--- src/rtl/sample_tx_scheduler_if.sv ---
// ---------------------------------------------------------------------------
// sample_tx_scheduler_if
//
// Purpose: bundles the sensor, sample-memory, packetiser and radio signals
// of the sample/transmit scheduler into one connection.
//
// Signals:
//   sensor_enable  sched -> sensor   one-cycle sample strobe
//   sensor_data    sensor -> sched   sample, valid the cycle after the strobe
//   mem_addr       sched -> memory   4-bit address (shared by write and read)
//   mem_wdata      sched -> memory   write data
//   mem_write      sched -> memory   write strobe
//   mem_read       sched -> memory   read strobe, mem_rdata valid next cycle
//   mem_rdata      memory -> sched   read data
//   pkt_data       sched -> pktiser  byte to transmit
//   pkt_valid      sched -> pktiser  pkt_data valid
//   pkt_ready      pktiser -> sched  byte accepted when valid and ready
//   radio_enable   sched -> radio    radio power request
//   radio_busy     radio -> sched    radio occupied
//
// Modports: master = scheduler side, slave = peripheral side.
// ---------------------------------------------------------------------------
interface sample_tx_scheduler_if;
    logic       sensor_enable;
    logic [7:0] sensor_data;
    logic [3:0] mem_addr;
    logic [7:0] mem_wdata;
    logic       mem_write;
    logic       mem_read;
    logic [7:0] mem_rdata;
    logic [7:0] pkt_data;
    logic       pkt_valid;
    logic       pkt_ready;
    logic       radio_enable;
    logic       radio_busy;

    modport master (
        output sensor_enable, mem_addr, mem_wdata, mem_write, mem_read,
               pkt_data, pkt_valid, radio_enable,
        input  sensor_data, mem_rdata, pkt_ready, radio_busy
    );

    modport slave (
        input  sensor_enable, mem_addr, mem_wdata, mem_write, mem_read,
               pkt_data, pkt_valid, radio_enable,
        output sensor_data, mem_rdata, pkt_ready, radio_busy
    );
endinterface

--- src/rtl/sample_tx_scheduler.sv ---
// ---------------------------------------------------------------------------
// sample_tx_scheduler
//
// Purpose: periodically samples a sensor, stores the samples in a 16-entry
// external memory used as a circular FIFO, and once BATCH samples are held,
// powers the radio and streams them to a packetiser in write order.
//
// Parameters:
//   SAMPLE_PERIOD  clock cycles between sample ticks (2..65535)
//   BATCH          samples per transmitted batch (1..16)
//
// Ports:
//   clk         clock, all state changes on the rising edge
//   rst_n       asynchronous active-low reset
//   enable      run request
//   bus         sensor / memory / packetiser / radio signals (master side)
//   batch_done  one-cycle pulse when a batch has been fully sent
//   overrun     sticky flag: a sample tick arrived while busy and was skipped
//
// Every output is driven straight from a register.
// ---------------------------------------------------------------------------
module sample_tx_scheduler #(
    parameter int SAMPLE_PERIOD = 16,
    parameter int BATCH         = 8
) (
    input  logic                  clk,
    input  logic                  rst_n,
    input  logic                  enable,
    sample_tx_scheduler_if.master bus,
    output logic                  batch_done,
    output logic                  overrun
);

    typedef enum logic [2:0] {
        IDLE,
        WAIT,
        SAMPLE,
        CAPTURE,
        FLUSH_WAIT,
        READ,
        SEND,
        DONE
    } state_t;

    localparam logic [15:0] TICK_RELOAD = 16'(SAMPLE_PERIOD - 1);
    localparam logic [4:0]  BATCH_LEN   = 5'(BATCH);

    state_t      state_q, state_d;
    logic [15:0] tick_q, tick_d;
    logic [3:0]  wr_ptr_q, wr_ptr_d;
    logic [3:0]  rd_ptr_q, rd_ptr_d;
    logic [4:0]  fill_q, fill_d;
    logic        overrun_q, overrun_d;
    logic        sensor_enable_q, sensor_enable_d;
    logic [3:0]  mem_addr_q, mem_addr_d;
    logic [7:0]  mem_wdata_q, mem_wdata_d;
    logic        mem_write_q, mem_write_d;
    logic        mem_read_q, mem_read_d;
    logic [7:0]  pkt_data_q, pkt_data_d;
    logic        pkt_valid_q, pkt_valid_d;
    logic        radio_enable_q, radio_enable_d;
    logic        batch_done_q, batch_done_d;
    logic        tick;

    // The tick counter only runs outside IDLE, so a tick is never seen there.
    assign tick = (state_q != IDLE) && (tick_q == 16'd0);

    always_comb begin
        state_d         = state_q;
        tick_d          = tick_q;
        wr_ptr_d        = wr_ptr_q;
        rd_ptr_d        = rd_ptr_q;
        fill_d          = fill_q;
        overrun_d       = overrun_q;
        mem_addr_d      = mem_addr_q;
        mem_wdata_d     = mem_wdata_q;
        mem_write_d     = 1'b0;
        pkt_data_d      = pkt_data_q;
        pkt_valid_d     = pkt_valid_q;
        sensor_enable_d = 1'b0;
        mem_read_d      = 1'b0;
        radio_enable_d  = 1'b0;
        batch_done_d    = 1'b0;

        if (state_q == IDLE) begin
            if (enable) begin
                tick_d = TICK_RELOAD;
            end
        end else if (tick) begin
            tick_d = TICK_RELOAD;
        end else begin
            tick_d = tick_q - 16'd1;
        end

        // A tick anywhere but WAIT cannot be serviced: the sample is lost.
        if (tick && (state_q != WAIT)) begin
            overrun_d = 1'b1;
        end

        case (state_q)
            IDLE: begin
                if (enable) begin
                    state_d = WAIT;
                end
            end
            WAIT: begin
                if (!enable) begin
                    state_d = IDLE;
                end else if (tick) begin
                    state_d = SAMPLE;
                end
            end
            SAMPLE: begin
                state_d = CAPTURE;
            end
            CAPTURE: begin
                // sensor_data is valid now; the write strobe is registered
                // and so appears on the bus in the following cycle.
                mem_write_d = 1'b1;
                mem_addr_d  = wr_ptr_q;
                mem_wdata_d = bus.sensor_data;
                wr_ptr_d    = wr_ptr_q + 4'd1;
                fill_d      = fill_q + 5'd1;
                state_d     = (fill_d == BATCH_LEN) ? FLUSH_WAIT : WAIT;
            end
            FLUSH_WAIT: begin
                if (!bus.radio_busy) begin
                    state_d = READ;
                end
            end
            READ: begin
                state_d = SEND;
            end
            SEND: begin
                // pkt_valid is low on entry, so it doubles as the
                // "read data already latched" flag.
                if (!pkt_valid_q) begin
                    pkt_data_d  = bus.mem_rdata;
                    pkt_valid_d = 1'b1;
                end else if (bus.pkt_ready) begin
                    pkt_valid_d = 1'b0;
                    rd_ptr_d    = rd_ptr_q + 4'd1;
                    fill_d      = fill_q - 5'd1;
                    state_d     = (fill_q == 5'd1) ? DONE : READ;
                end
            end
            DONE: begin
                state_d = enable ? WAIT : IDLE;
            end
            default: begin
                state_d = IDLE;
            end
        endcase

        // Strobes decoded from the next state so they are registered and
        // line up exactly with the state they belong to.
        sensor_enable_d = (state_d == SAMPLE);
        batch_done_d    = (state_d == DONE);
        if (state_d == READ) begin
            mem_read_d = 1'b1;
            mem_addr_d = rd_ptr_d;
        end
        radio_enable_d = (state_d == FLUSH_WAIT) || (state_d == READ) ||
                         (state_d == SEND) || (state_d == DONE);
    end

    always_ff @(posedge clk or negedge rst_n) begin
        if (!rst_n) begin
            state_q         <= IDLE;
            tick_q          <= 16'd0;
            wr_ptr_q        <= 4'd0;
            rd_ptr_q        <= 4'd0;
            fill_q          <= 5'd0;
            overrun_q       <= 1'b0;
            sensor_enable_q <= 1'b0;
            mem_addr_q      <= 4'd0;
            mem_wdata_q     <= 8'd0;
            mem_write_q     <= 1'b0;
            mem_read_q      <= 1'b0;
            pkt_data_q      <= 8'd0;
            pkt_valid_q     <= 1'b0;
            radio_enable_q  <= 1'b0;
            batch_done_q    <= 1'b0;
        end else begin
            state_q         <= state_d;
            tick_q          <= tick_d;
            wr_ptr_q        <= wr_ptr_d;
            rd_ptr_q        <= rd_ptr_d;
            fill_q          <= fill_d;
            overrun_q       <= overrun_d;
            sensor_enable_q <= sensor_enable_d;
            mem_addr_q      <= mem_addr_d;
            mem_wdata_q     <= mem_wdata_d;
            mem_write_q     <= mem_write_d;
            mem_read_q      <= mem_read_d;
            pkt_data_q      <= pkt_data_d;
            pkt_valid_q     <= pkt_valid_d;
            radio_enable_q  <= radio_enable_d;
            batch_done_q    <= batch_done_d;
        end
    end

    assign bus.sensor_enable = sensor_enable_q;
    assign bus.mem_addr      = mem_addr_q;
    assign bus.mem_wdata     = mem_wdata_q;
    assign bus.mem_write     = mem_write_q;
    assign bus.mem_read      = mem_read_q;
    assign bus.pkt_data      = pkt_data_q;
    assign bus.pkt_valid     = pkt_valid_q;
    assign bus.radio_enable  = radio_enable_q;
    assign batch_done        = batch_done_q;
    assign overrun           = overrun_q;

endmodule

--- src/flat_wrapper.sv ---
// flat-port wrapper written by rule: the top's interface ports become plain ports
module sample_tx_scheduler_flat 
#(
    parameter int SAMPLE_PERIOD = 16,
    parameter int BATCH         = 8
)
  (clk, rst_n, enable, batch_done, overrun, bus_sensor_enable, bus_mem_addr, bus_mem_wdata, bus_mem_write, bus_mem_read, bus_pkt_data, bus_pkt_valid, bus_radio_enable, bus_sensor_data, bus_mem_rdata, bus_pkt_ready, bus_radio_busy);
  sample_tx_scheduler_if bus_i ();
  input  logic clk;
  input  logic rst_n;
  input  logic enable;
  output logic batch_done;
  output logic overrun;
  output wire logic [$bits(bus_i.sensor_enable)-1:0] bus_sensor_enable;
  output wire logic [$bits(bus_i.mem_addr)-1:0] bus_mem_addr;
  output wire logic [$bits(bus_i.mem_wdata)-1:0] bus_mem_wdata;
  output wire logic [$bits(bus_i.mem_write)-1:0] bus_mem_write;
  output wire logic [$bits(bus_i.mem_read)-1:0] bus_mem_read;
  output wire logic [$bits(bus_i.pkt_data)-1:0] bus_pkt_data;
  output wire logic [$bits(bus_i.pkt_valid)-1:0] bus_pkt_valid;
  output wire logic [$bits(bus_i.radio_enable)-1:0] bus_radio_enable;
  input wire logic [$bits(bus_i.sensor_data)-1:0] bus_sensor_data;
  input wire logic [$bits(bus_i.mem_rdata)-1:0] bus_mem_rdata;
  input wire logic [$bits(bus_i.pkt_ready)-1:0] bus_pkt_ready;
  input wire logic [$bits(bus_i.radio_busy)-1:0] bus_radio_busy;
  assign bus_sensor_enable = bus_i.sensor_enable;
  assign bus_mem_addr = bus_i.mem_addr;
  assign bus_mem_wdata = bus_i.mem_wdata;
  assign bus_mem_write = bus_i.mem_write;
  assign bus_mem_read = bus_i.mem_read;
  assign bus_pkt_data = bus_i.pkt_data;
  assign bus_pkt_valid = bus_i.pkt_valid;
  assign bus_radio_enable = bus_i.radio_enable;
  assign bus_i.sensor_data = bus_sensor_data;
  assign bus_i.mem_rdata = bus_mem_rdata;
  assign bus_i.pkt_ready = bus_pkt_ready;
  assign bus_i.radio_busy = bus_radio_busy;
  sample_tx_scheduler #(.SAMPLE_PERIOD(SAMPLE_PERIOD), .BATCH(BATCH)) u_core (.clk(clk), .rst_n(rst_n), .enable(enable), .bus(bus_i), .batch_done(batch_done), .overrun(overrun));
endmodule
--- config.mk ---
export PLATFORM = sky130hd
export DESIGN_NAME = sample_tx_scheduler_flat
export DESIGN_NICKNAME = d
export VERILOG_FILES = /design/src/rtl/sample_tx_scheduler_if.sv /design/src/rtl/sample_tx_scheduler.sv /design/src/flat_wrapper.sv
export SDC_FILE = /design/constraint.sdc
export NUM_CORES = 1
export LEC_CHECK = 0
export CAP_MARGIN = 30
export CORE_MARGIN = 5
export CORE_UTILIZATION = 30
export CTS_CLUSTER_DIAMETER = 120
export DETAILED_ROUTE_END_ITERATION = 7
export GPL_ROUTABILITY_DRIVEN = 0
export PLACE_DENSITY = 0.57
export SETUP_SLACK_MARGIN = 0.15
export SYNTH_ARGS = -nofsm -noshare
export SYNTH_HDL_FRONTEND = slang
export SYNTH_SLANG_ARGS = --single-unit
--- constraint.sdc ---
create_clock -name clk -period 3.32 [get_ports clk]
set_input_delay 0.664 -clock clk [delete_from_list [all_inputs] [get_ports clk]]
set_output_delay 0.664 -clock clk [all_outputs]
set_load 0.005 [all_outputs]
==> reports/qor_table.md, run 1 <==
| Stage | Quantity | This run |
|:---|:---|:---|
| sta | Clock skew | 0.0104 ns |
| synth | Flip-flop and latch count after synthesis | 59 |
| route | Number of DRC violations after detailed-routing iteration 0 | 83 |
| placement | Number of instances in the placed design | 423 |
| global routing | Total grt overflow | 0 |
| floorplanning | Die Width | 107 um |
| synth | Seq/Total Area, Yosys | 52.7% |
| synth | Top cell type's share of synthesized area | 52.7% |
| flow run | Count of maximum capacitance violations | 0 |
| sta | Final cycle utilization of the critical path | 73.0% |
| clock network | Clk_lat worst skew | 0.34 ns |
| sta | Period minus WS final | 2.42 ns |
| synth | Synth top area cells | sky130_fd_sc_hd__dfrtp_1 53%, sky130_fd_sc_hd__nand2_1 6.7%, sky130_fd_sc_hd__o21ai_0 4.5%, sky130_fd_sc_hd__mux2_2 3.6%, sky130_fd_sc_hd__ha_1 3.1% |
| clock network | Count of buffers added by post-CTS timing repair for setup | 0 |
| synth | Combinational family with the most area after synthesis | simple AND/OR/NAND/NOR gates |
| sta | Fmax | 0.413 GHz |
| route | Routed vias/inst | 4.86 |
| setup path | Origin of the critical flop-to-flop path | u_core.state_q[0]$_DFF_PN0_ |
| synth | Post-synthesis adder-cell area fraction | 3.13% |
| sta | Setup repair after global routing missed its margin | no |
| sta | Slew at the pin closest to its max-slew limit | 0.750 ns |
| clock network | Clock tree from TritonCTS | built |
| synth | Gate count of the mapped netlist | 275 |
| setup path | Worst Reg2Reg Path Length in Cells | 6 |
| floorplanning | Starting Density | 30.6% |
| setup path | Type of destination of the critical path | register |
| layout | Final Non-Filler Cells | 439 |
| route | Detailed-routing iteration count for the pre-antenna-repair pass | 4 |
| outcome | Run status | finished, final reports clean |
| synth | Post-synthesis cell type count | 50 |
| route | Detailed-route wire length per cell | 13.7 um |
| setup path | Reg2Reg Setup Slack | 0.99 ns |
| placement | I/O Buffers | 47 |
| global routing | Antenna violations before repair | 0 |
| setup path | Critical Setup Path Class | in2reg |
| route | Count of nets left with antenna violations after detail routing | 0 |
| synth | XOR/XNOR Fraction of Synth Area | 4.06% |
| pwr | Peak supply drop | 0.174 mV |
| placement | Area post-placement | 0.00335 mm^2 |
| synth | Net count of the mapped netlist | 303 |
| setup path | Critical Path AT | 2.65 ns |
| route | Total Routed Length | 6010 um |
| sta | Final Hold Viols | 0 |
| synth | Async S/R FF share, synth | 100% |
| synth | Post-synthesis share of cell area spent on and, or, nand and nor gates | 19.7% |
| pwr | Leakage power figure | 1.60 nW |
| setup path | Maximum fanout count along the critical path | 8 |
| clock network | Total number of clock tree sinks | 59 |
| sta | Total negative slack for setup checks | 0 ns |
| setup path | Startpoint type of the worst setup path | primary input |
| clock network | # hold bufs at CTS | 0 |
| synth | Most instantiated library cell after synthesis | sky130_fd_sc_hd__dfrtp_1 |
| synth | Post-synth top area cell | sky130_fd_sc_hd__dfrtp_1 |
| floorplanning | Cell row count | 35 |
| floorplanning | Die extent in y | 107 um |
| clock network | Buffer type at the clock tree root | sky130_fd_sc_hd__clkbuf_8 |
| synth | Most used standard cells in the synthesized netlist | 59 x sky130_fd_sc_hd__dfrtp_1, 50 x sky130_fd_sc_hd__nand2_1, 25 x sky130_fd_sc_hd__o21ai_0 |
| global routing | Global-route wire length before repair | 10500 um |
| worst hold path | Min-delay worst type | reg2reg |
| synth | Number of enable-type register cells in the synthesized netlist | 0 |
| global routing | Largest net degree at the start of global routing | 60 |
| layout | Final layout net count | 351 |
| sta | Final number of max-transition violations | 0 |
| clock network | CTS HTree Levels | 3 |
| synth | Yosys synthesis warning count | 0 |
| floorplanning | Core Box Area | 0.00915 mm^2 |
| setup path | End of the critical path | u_core.bus.mem_addr[3]$_DFFE_PN0P_ |
| clock network | Resized Gates After CTS | 0 |
| layout | Fin area | 0.00352 mm^2 |
| synth | Mux contribution to synthesized area | 4.33% |
| clock network | Clock tree buffer depth | 2 |
| floorplanning | Ports | 48 |
| sta | Number of endpoints failing setup at the final stage | 0 |
| layout | Diodes inserted | 0 |
| global routing | Via count of the first global-routing pass | 2153 |
| synth | Average cell area after synthesis | 10.2 um^2 |
| sta | Slew headroom | 50.0% |
| clock network | Clock transition at the register clock pins on the worst setup and hold paths after CTS | 0.07 ns |
| clock network | Inserted Clock Buffers | 9 |
| floorplanning | Die outline area | 0.0114 mm^2 |
| synth | Syn Std Cell Area | 0.00280 mm^2 |
| setup path | Required @ worst endpoint | 3.54 ns |
| setup path | Crit. Startpoint | enable |
| synth | Ys flop type | sky130_fd_sc_hd__dfrtp_1 |
| placement | Sum of net half-perimeters after detailed placement | 4130 um |
| route | Drc violations | 0 |
| layout | Layout Area Growth over Synthesis | 25.7% |
| layout | Share of final-layout standard cells stronger than drive strength 1 | 11.9% |
| route | Routed vias | 2133 |
| setup path | Capture instance of the worst register-to-register path | u_core.fill_q[3]$_DFFE_PN0P_ |
| pwr | Power per Cell Area | 516 mW/mm^2 |
| global routing | Overall fraction of global-route tracks in use | 11.4% |
| synth | Synth Area in Compound Gates | 12.6% |
==> cells by family after synthesis <==
logic type               count (synthesis)
multiplexers                            11
XOR/XNOR                                13
adder cells (fa/ha/maj)                  7
flip-flops                              59
buffers and inverters                   21
AND/OR/NAND/NOR                        110
AO/OA/AOI/OAI                           54
==> cell usage in the layout, fill, tap and decap left out, types with 3 or more instances in the layout <==
cell type / synthesis / final
sky130_fd_sc_hd__xnor2_1: 8 / 8
sky130_fd_sc_hd__nand3_1: 8 / 8
sky130_fd_sc_hd__nand2_1: 50 / 50
sky130_fd_sc_hd__or2_2: 3 / 3
sky130_fd_sc_hd__clkdlybuf4s50_1: 0 / 46
sky130_fd_sc_hd__dfrtp_1: 59 / 59
sky130_fd_sc_hd__inv_1: 10 / 10
sky130_fd_sc_hd__a21oi_1: 11 / 11
sky130_fd_sc_hd__nor4_1: 3 / 3
sky130_fd_sc_hd__xor2_1: 5 / 5
sky130_fd_sc_hd__nor3_1: 4 / 4
sky130_fd_sc_hd__o21ai_0: 25 / 25
sky130_fd_sc_hd__and3_1: 3 / 3
sky130_fd_sc_hd__mux2_2: 9 / 9
sky130_fd_sc_hd__nor2_1: 18 / 18
sky130_fd_sc_hd__ha_1: 7 / 7
sky130_fd_sc_hd__clkbuf_8: 0 / 9
==> sequential cells by signal, summed over array words and instances, names as in the netlist, 3 cells and up <==
signal	cells
u_core.bus.mem_addr	4
u_core.bus.mem_wdata	8
u_core.bus.pkt_data	8
u_core.fill_q	5
u_core.rd_ptr_q	4
u_core.state_q	3
u_core.tick_q	16
u_core.wr_ptr_q	4
==> routing by layer <==
metal	vias to the layer above	wire length [um]	GRT usage, %
met5	-	0	0
met1	1037	2850	14.9
met2	47	2810	17.5
met3	4	308	4.70
li1	1045	-	-
met4	0	40	2.74
==> stage by stage <==
step	worst slack [ns]	hold slack [ns]	util, %	power, mW
global route	0.674	0.476	38.5	1.94
global placement	0.645	0.457	36.6	1.26
CTS	0.899	0.470	38.5	1.85
floorplan	1.30	0.368	-	1.16
finish	0.897	0.467	38.5	1.82
detailed placement	0.554	0.457	36.6	1.27
==> layout make-up <==
type	instances	area (um^2)
Clock buffer	10	128
Clock inverter	6	42.5
Fill cell	908	5630
Inverter	10	37.5
Multi-Input combinational cell	195	1220
Sequential cell	59	1480
Tap cell	111	139
Timing Repair Buffer	48	473
==> power breakdown <==
group / leakage (nW) / switching, mW / internal [mW]
Clock: 0.0822 / 0.292 / 0.270
Sequential: 0.763 / 0.0767 / 0.776
Combinational: 0.757 / 0.232 / 0.170
Total: 1.60 / 0.601 / 1.22
==> worst max-delay path, stage by stage <==
cell                              delay, ns
sky130_fd_sc_hd__clkdlybuf4s50_1       0.58
sky130_fd_sc_hd__and2_1                0.16
sky130_fd_sc_hd__o32ai_1               0.08
sky130_fd_sc_hd__a41o_1                0.26
sky130_fd_sc_hd__a2111oi_4             0.53
sky130_fd_sc_hd__nor2_2                0.07
sky130_fd_sc_hd__a221o_1               0.30
==> worst min path at each step <==
stage / startpoint / end / slack (ns) / cells after the start
6_report: u_core.wr_ptr_q[2]$_DFFE_PN0P_ / u_core.wr_ptr_q[2]$_DFFE_PN0P_ / 0.47 / 1
4_1_cts: u_core.wr_ptr_q[2]$_DFFE_PN0P_ / u_core.wr_ptr_q[2]$_DFFE_PN0P_ / 0.47 / 1
3_5_place_dp: u_core.wr_ptr_q[2]$_DFFE_PN0P_ / u_core.wr_ptr_q[2]$_DFFE_PN0P_ / 0.46 / 1
2_1_floorplan: rst_n / u_core.batch_done$_DFF_PN0_ / 0.37 / 0
3_3_place_gp: u_core.wr_ptr_q[3]$_DFFE_PN0P_ / u_core.wr_ptr_q[3]$_DFFE_PN0P_ / 0.46 / 1
5_1_grt: u_core.wr_ptr_q[2]$_DFFE_PN0P_ / u_core.wr_ptr_q[2]$_DFFE_PN0P_ / 0.48 / 1
No activity file was read; power rests on OpenSTA's default activity.
==> run 2, diff against run 1 <==
==> constraint.sdc (replaced) <==
create_clock -name clk -period 2.3 [get_ports clk]
set_input_delay 0.46 -clock clk [delete_from_list [all_inputs] [get_ports clk]]
set_output_delay 0.46 -clock clk [all_outputs]
set_load 0.005 [all_outputs]
==> run 2 against run 1 <==
Compared with the run above: core utilization increased by 1.8 points; power increased by 58%; non-clock buffer count increased by 13; via count increased by 1.5%; die area unchanged; design area increased by 4.8%; critical path depth decreased by 1; clock power increased by 77%; sequential power increased by 44%; largest cell class unchanged; global-route usage decreased by 0.071 points; register-to-register slack got worse by 0.75 ns.
==> reports/qor_table.md, run 2 (same netlist as run 1, synthesis figures left out) <==
| Stage | Quantity | This run |
|:---|:---|:---|
| clock network | Clock transition at the register clock pins on the worst setup and hold paths after CTS | 0.08 ns |
| pwr | Leakage power figure | 1.70 nW |
| sta | Clock skew | 0.0101 ns |
| route | Detailed-route wire length per cell | 13.3 um |
| layout | Flip-flop count of the largest register, all copies and words added | 16 |
| floorplanning | Die Width | 107 um |
| sta | Slew at the pin closest to its max-slew limit | 0.395 ns |
| layout | Share of final-layout standard cells stronger than drive strength 1 | 16.4% |
| setup path | Longest individual stage delay on the worst path | 0.57 ns |
| setup path | Startpoint type of the worst setup path | register |
| sta | Fmax | 0.484 GHz |
| pwr | Power per Cell Area | 776 mW/mm^2 |
| route | Count of nets left with antenna violations after detail routing | 0 |
| sta | Period minus WS final | 2.06 ns |
| sta | Post-route worst hold slack | 0.107 ns |
| sta | Slew headroom | 73.6% |
| setup path | Critical Setup Path Class | reg2reg |
| clock network | Clock tree buffer depth | 2 |
| layout | Register ranked first by flip-flop count | u_core.tick_q |
| placement | Sum of net half-perimeters after detailed placement | 4190 um |
| layout | Fin area | 0.00369 mm^2 |
| clock network | Inserted Clock Buffers | 9 |
| global routing | Overall fraction of global-route tracks in use | 11.3% |
| worst hold path | Min-delay worst type | in2async |
| route | Drc violations | 0 |
| layout | Finished Core Util | 40.3% |
| setup path | Category of cells accounting for the largest share of critical-path delay | simple AND/OR/NAND/NOR gates |
| sta | Number of endpoints failing setup at the final stage | 0 |
| placement | I/O Buffers | 47 |
| clock network | Total number of clock tree sinks | 59 |
| sta | Final Hold Viols | 0 |
| layout | Layout Area Growth over Synthesis | 31.7% |
| floorplanning | Die outline area | 0.0114 mm^2 |
| clock network | Clk_lat worst skew | 0.34 ns |
| sta | Total negative slack for setup checks | 0 ns |
| clock network | CTS HTree Levels | 3 |
| setup path | Required @ worst endpoint | 2.52 ns |
| placement | Area post-placement | 0.00346 mm^2 |
| route | Routed vias/inst | 4.79 |
| clock network | # hold bufs at CTS | 0 |
| floorplanning | Core Box Area | 0.00915 mm^2 |
| layout | Diodes inserted | 0 |
| sta | Setup repair after global routing missed its margin | yes |
| global routing | Antenna violations before repair | 0 |
| layout | Top library cells by usage in the layout, fill and taps aside | 59 x sky130_fd_sc_hd__dfrtp_1, 50 x sky130_fd_sc_hd__nand2_1, 46 x sky130_fd_sc_hd__clkdlybuf4s50_1, 25 x sky130_fd_sc_hd__o21ai_0, 18 x sky130_fd_sc_hd__nor2_1 |
| setup path | Master of the slowest instance on the critical path | sky130_fd_sc_hd__or4_4 |
| layout | Most common cell after layout, fill and taps aside | sky130_fd_sc_hd__dfrtp_1 |
| route | Total Routed Length | 6000 um |
| setup path | Cell chain of the critical path | or4_4 > nand2b_4 > nor3_4 > a2111oi_4 > buf_4 > a221o_1 |
| floorplanning | Die extent in y | 107 um |
| sta | Final cycle utilization of the critical path | 89.8% |
| route | Number of DRC violations after detailed-routing iteration 0 | 137 |
| floorplanning | Ports | 48 |
| outcome | Run status | finished, final reports clean |
| global routing | Largest net degree at the start of global routing | 60 |
| clock network | Buffer type at the clock tree root | sky130_fd_sc_hd__clkbuf_8 |
| setup path | Maximum fanout count along the critical path | 7 |
| sta | Final number of max-transition violations | 0 |
| route | Detailed-routing iteration count for the pre-antenna-repair pass | 4 |
| global routing | Total grt overflow | 0 |
| setup path | CP Buf/Inv Count | 1 |
| floorplanning | Starting Density | 30.6% |
| setup path | Critical Path AT | 2.28 ns |
| setup path | Type of destination of the critical path | register |
| pwr | Design Power | 2.86 mW |
| global routing | Global-route wire length before repair | 10200 um |
| layout | Final layout net count | 364 |
| global routing | Via count of the first global-routing pass | 2197 |
| floorplanning | Cell row count | 35 |
| flow run | Count of maximum capacitance violations | 0 |
| pwr | Peak supply drop | 0.275 mV |
| route | Routed vias | 2164 |
| clock network | Clock tree from TritonCTS | built |
## run 2: worst register-to-register path, stage by stage, from the launching register on
cell and delay (ns):
sky130_fd_sc_hd__dfrtp_1 0.42, sky130_fd_sc_hd__or4_4 0.57, sky130_fd_sc_hd__nand2b_4 0.18, sky130_fd_sc_hd__nor3_4 0.17, sky130_fd_sc_hd__a2111oi_4 0.08, sky130_fd_sc_hd__buf_4 0.17
sky130_fd_sc_hd__a221o_1 0.35
## run 2: path summary, 6_finish.rpt
kind,startpoint,endpoint,slack (ns),cells after the start
max,u_core.tick_q[7]$_DFFE_PN0P_,u_core.bus.mem_addr[2]$_DFFE_PN0P_,0.24,6
min,rst_n,u_core.fill_q[3]$_DFFE_PN0P_,0.11,2
max reg2reg,u_core.tick_q[7]$_DFFE_PN0P_,u_core.bus.mem_addr[2]$_DFFE_PN0P_,0.24,6
min reg2reg,u_core.wr_ptr_q[2]$_DFFE_PN0P_,u_core.wr_ptr_q[2]$_DFFE_PN0P_,0.46,1
max in group asynchronous,rst_n,u_core.tick_q[5]$_DFFE_PN0P_,1.91,2
min in group clk,u_core.wr_ptr_q[2]$_DFFE_PN0P_,u_core.wr_ptr_q[2]$_DFFE_PN0P_,0.46,1
## run 2: final cells by class
| cell class | count | area (um^2) |
|---|---|---|
| fillers | 904 | 5460 |
| flip-flops and latches | 59 | 1480 |
| multi-input cells | 195 | 1240 |
| repair buffers | 61 | 583 |
| well taps | 111 | 139 |
| clock buffers | 10 | 138 |
| clock inverters | 6 | 71.3 |
| inverters | 10 | 37.5 |
## run 2: layer usage
layer,part of all wire [%],vias to the layer above,wire length (um),track usage [%]
met1,47,1032,2830,13.9
met2,47,57,2810,18.2
met3,5.3,4,319,3.97
met5,0,-,0,0
met4,0.53,0,32,4.11
li1,-,1071,-,-
## run 2: timing repair
action	in CTS	in global routing
setup buffers	0	0
gates resized for setup	0	5
endpoints found under the setup margin	0	5
hold endpoints to repair	0	0
## run 2: through the flow
stage / worst slack, ns / instances
after global placement: 0.0102 / 436
after detailed placement: -0.0280 / 436
after global routing: 0.140 / 452
after floorplan: 0.310 / 275
after CTS: 0.172 / 452
final: 0.235 / 452
## run 2: where the power goes
| part | internal, mW | total [mW] | switching, mW |
|---|---|---|---|
| Clock | 0.541 | 0.992 | 0.451 |
| Combinational | 0.295 | 0.639 | 0.345 |
| Sequential | 1.12 | 1.23 | 0.114 |
==> edit 1: new RTL, config.mk and constraints of run 1 <==
Re-encode `state_t` (8 states) as one-hot, 8 bits wide.
--- a/src/rtl/sample_tx_scheduler.sv
+++ b/src/rtl/sample_tx_scheduler.sv
@@ -33,11 +33,11 @@
 
-    typedef enum logic [2:0] {
-        IDLE,
-        WAIT,
-        SAMPLE,
-        CAPTURE,
-        FLUSH_WAIT,
-        READ,
-        SEND,
-        DONE
+    typedef enum logic [7:0] {
+        IDLE       = 8'b00000001,
+        WAIT       = 8'b00000010,
+        SAMPLE     = 8'b00000100,
+        CAPTURE    = 8'b00001000,
+        FLUSH_WAIT = 8'b00010000,
+        READ       = 8'b00100000,
+        SEND       = 8'b01000000,
+        DONE       = 8'b10000000
     } state_t;
Behaviour: no difference found for any inputs over 10 cycles, from zero or initial values and one cycle with rst_n low; not proved beyond that.
==> edit 1 against run 1 <==
- sequential cell count increased by 5
- worst setup slack got worse by 33 ps
- first-iteration DRC count is 31% higher
- critical path depth is 3 lower
- total power increased by 20%
- clock power is 32% higher
- cell area up 11%
- routed wire length grew 14%
- area after synthesis is 9.6% higher
- clock skew rose by 0.84 ps
==> edit 1: results (changes against run 1) <==
Peak supply drop -> 0.000201 V (was 0.000174 V)
Synth Area in Adders -> 2.85% (was 3.13%)
Placed inst area -> 0.00369 sq mm (was 0.00335 sq mm)
Post-Route WL -> 6830 microns (was 6010 microns)
Largest net degree at the start of global routing -> 32 (was 60)
FF-to-FF Start -> u_core.state_q[4] (was u_core.state_q[0])
GR Util met2 -> 19.1% (was 17.5%)
Hold Path Class -> input port to asynchronous set/reset pin (was flip-flop to flip-flop)
Met1 GRT Util -> 15.0% (was 14.9%)
Combinational Power -> 486 uW (was 402 uW)
Post-Synth XOR/XNOR Area -> 4.00% (was 4.06%)
Hold WS -> 217 ps (was 467 ps)
Pwr Total -> 2180 uW (was 1820 uW)
Top post-synthesis cells by area -> dfrtp_1 (51%), nand2_1 (5.9%), mux2_2 (3.3%), ha_1 (2.9%), xnor2_1 (2.9%) (was dfrtp_1 (53%), nand2_1 (6.7%), o21ai_0 (4.5%), mux2_2 (3.6%), ha_1 (3.1%))
I/O Buffers -> 47 (unchanged)
Cell variety after synth -> 48 (was 50)
Layout cells sized above 1 -> 10.8% (was 11.9%)
GRT Resource Usage Total -> 11.9% (was 11.4%)
Synth Instances -> 303 (was 275)
Reg2reg path depth -> 4 (was 6)
Met2 wire len -> 3270 microns (was 2810 microns)
Critical path startpoint category -> flip-flop (was input port)
Status -> complete, no violations (unchanged)
Slew @ Worst Pin -> 693 ps (was 750 ps)
Post-cts resize count -> 0 (unchanged)
Met3 Use GR -> 3.88% (was 4.70%)
1st-iter DRT viols -> 109 (was 83)
Hpwl dp -> 4950 microns (was 4130 microns)
CP delay by family, top -> simple AND/OR/NAND/NOR gates (was compound AO/OA/AOI/OAI gates)
CP peak stage delay -> 630 ps (was 580 ps)
Leak -> 0.00177 uW (was 0.00160 uW)
Sequential fraction of the synthesis area -> 52.2% (was 52.7%)
Worst EP arrival -> 2680 ps (was 2650 ps)
Crit path to -> u_core.bus.pkt_data[0] (was u_core.bus.mem_addr[3])
Top cells by count, synth -> dfrtp_1 (63), nand2_1 (48), nor2_1 (18) (was dfrtp_1 (59), nand2_1 (50), o21ai_0 (25))
FILL cells -> 1005 (was 908)
Clk pwr -> 743 uW (was 562 uW)
Final nets -> 383 (was 351)
Multiplexer share of the synthesized area -> 3.63% (was 4.33%)
R2R setup slack -> 860 ps (was 990 ps)
Clock skew -> 11.2 ps (was 10.4 ps)
Wire length on met3 -> 289 microns (was 308 microns)
Synth Area in Compound Gates -> 11.0% (was 12.6%)
Via density -> 4.98 (was 4.86)
==> edit 1: cell count changes in the layout (fill, tap and decap cells not counted), moves of 4 or more <==
cell	change
dfrtp_1	+4
nand4b_1	+6
o21ai_0	-10
nor4_1	+7
nand2b_1	+4
a31oi_1	+7
==> edit 1: metrics by stage <==
step           worst slack, ps  util [%]
2_1_floorplan             1020         -
3_3_place_gp               704      36.4
3_5_place_dp               667      36.4
4_1_cts                    879      38.6
5_1_grt                    665      38.6
6_report                   864      38.6
==> edit 1: worst register-to-register path: cells and delay by family, from the launching register on <==
kind             cells  cell delay, ps
AND/OR/NAND/NOR      3            1510
flip-flops           1             430
multiplexers         1             380
==> edit 1: area by class of cell <==
| type | instances | area share (%) |
|---|---|---|
| clock inverter | 7 | 2.43 |
| tap | 136 | 4.35 |
| multi-input combinational | 221 | 35.6 |
| clock buffer | 9 | 3.17 |
| sequential | 64 | 41.0 |
| inverter | 8 | 0.768 |
| timing repair buffer | 51 | 12.7 |
==> edit 2: new RTL, settings of run 1 <==
Made on the original files. `SAMPLE_PERIOD` is set to 16 in 2 places; all go to 8.
--- a/src/rtl/sample_tx_scheduler.sv
+++ b/src/rtl/sample_tx_scheduler.sv
@@ -22,3 +22,3 @@
 module sample_tx_scheduler #(
-    parameter int SAMPLE_PERIOD = 16,
+    parameter int SAMPLE_PERIOD = 8,
     parameter int BATCH         = 8
--- a/src/flat_wrapper.sv
+++ b/src/flat_wrapper.sv
@@ -3,3 +3,3 @@
 #(
-    parameter int SAMPLE_PERIOD = 16,
+    parameter int SAMPLE_PERIOD = 8,
     parameter int BATCH         = 8
Check against the original RTL: not equivalent (a bounded check fails within 10 cycles, from zero or initial values and one cycle with rst_n low).
==> edit 2 against run 1 <==
- count of clock-buffer cells in the layout is 3 higher
- worst setup slack better by 160 ps
- total power is 5.3% higher
- register-to-register slack better by 70 ps
- cell area is 4.9% higher
- routed wire length is 2.2% higher
- sequential power is 2% higher
- fmax is 7.0% higher
- combinational power is 1% lower
- clock skew is 4.6 ps lower
- sequential cell count stayed put
- die area is 2.7% higher
- area after synthesis is 2.9% higher
- highest routed layer unchanged
==> edit 2: results (changes against run 1) <==
Status -> complete, no violations (unchanged)
Ys flop type -> dfrtp_1 (unchanged)
Cell variety after synth -> 50 (unchanged)
Largest net degree at the start of global routing -> 43 (was 60)
Pwr Total -> 1910 uW (was 1820 uW)
Top cells by count, synth -> dfrtp_1 (59), mux2_2 (24), nand2_1 (17) (was dfrtp_1 (59), nand2_1 (50), o21ai_0 (25))
Cts hold-fix bufs -> 0 (unchanged)
Via count -> 2188 (was 2133)
Post-cts resize count -> 0 (unchanged)
Clock-cell share -> 5.25% (was 4.83%)
Post-Synth XOR/XNOR Area -> 3.95% (was 4.06%)
1st-iter DRT viols -> 96 (was 83)
Slowest library cell on the worst path -> nand4_2 (was clkdlybuf4s50_1)
Peak supply drop -> 0.000204 V (was 0.000174 V)
Comb_multi_in -> 179 (was 195)
Layout cells sized above 1 -> 16.7% (was 11.9%)
N_diodes -> 0 (unchanged)
Leak -> 0.00166 uW (was 0.00160 uW)
Clock latency on the worst-skew pair -> 330 ps
Top post-synthesis cells by area -> dfrtp_1 (51%), mux2_2 (9.4%), ha_1 (3.0%), nand3_1 (2.3%), nand2_1 (2.2%) (was dfrtp_1 (53%), nand2_1 (6.7%), o21ai_0 (4.5%), mux2_2 (3.6%), ha_1 (3.1%))
Combinational power share -> 20.8% (was 22.1%)
Post-Route WL -> 6150 microns (was 6010 microns)
CP delay by family, top -> simple AND/OR/NAND/NOR gates (was compound AO/OA/AOI/OAI gates)
Vias in the first global route -> 2094 (was 2153)
Non-clk invs -> 13 (was 10)
Ys async rst share -> 100% (unchanged)
Global-route wire length before repair -> 10300 microns (was 10500 microns)
GRT Resource Usage Total -> 11.2% (was 11.4%)
Multiplexer share of the synthesized area -> 9.37% (was 4.33%)
H-tree depth -> 3 (unchanged)
Fraction of area in multi-input gates -> 35.1% (was 34.8%)
CTS buffer count -> 9 (unchanged)
Worst Path Max Fanout -> 24 (was 8)
Clk pwr -> 648 uW (was 562 uW)
Synth Area in Adders -> 3.04% (was 3.13%)
Hold Path Class -> input port to asynchronous set/reset pin (was flip-flop to flip-flop)
Final nets -> 342 (was 351)
NonClk Buf Share -> 14.0% (was 13.4%)
I/O Buffers -> 47 (unchanged)
Hpwl dp -> 4370 microns (was 4130 microns)
CP peak stage delay -> 580 ps (about the same)
Antenna viol nets, final -> 0 (unchanged)
Clock skew -> 5.71 ps (was 10.4 ps)
Seq/total area -> 40.0% (was 41.9%)
Synth Area in Compound Gates -> 11.4% (was 12.6%)
Worst EP arrival -> 2480 ps (was 2650 ps)
Drt pass-1 iters -> 4 (unchanged)
Sw Pwr -> 535 uW (was 601 uW)
Slew headroom -> 46.9% (was 50.0%)
FILL cells -> 933 (was 908)
Buffers outside the clock class -> 52 (was 48)
Layout clock buffer count -> 13 (was 10)
Largest register FFs -> 16 (unchanged)
CP startpoint -> u_core.tick_q[3] (was enable)
Syn nets -> 291 (was 303)
Sequential fraction of the synthesis area -> 51.2% (was 52.7%)
edit 2: path summary, 6_finish.rpt:
path	depth (start not counted)	slack (ps)	end
worst min-delay path	1	130	u_core.bus.pkt_data[7]
worst min register to register	1	480	u_core.wr_ptr_q[3]
worst max register to register	4	1060	u_core.tick_q[14]
worst max-delay path	4	1060	u_core.tick_q[14]
max in group asynchronous	3	2570	u_core.state_q[0]
min in group clk	1	480	u_core.wr_ptr_q[3]
edit 2: layer usage:
layer	global-route usage (%)	part of all wire, %	routed length, microns
met1	14.2	46	2830
met5	0	0	0
met3	4.18	6.6	406
met4	4.15	1.3	77
met2	17.5	46	2840
edit 2: through the flow:
step	std cells	hold slack (ps)	setup slack, ps	instance area (sq um)	util [%]
2_1_floorplan	263	368	1380	2880	-
3_3_place_gp	431	464	1110	3480	37.3
3_5_place_dp	431	467	1100	3480	37.3
4_1_cts	446	480	1090	3670	39.4
5_1_grt	447	107	957	3690	39.6
6_report	447	128	1060	3690	39.6
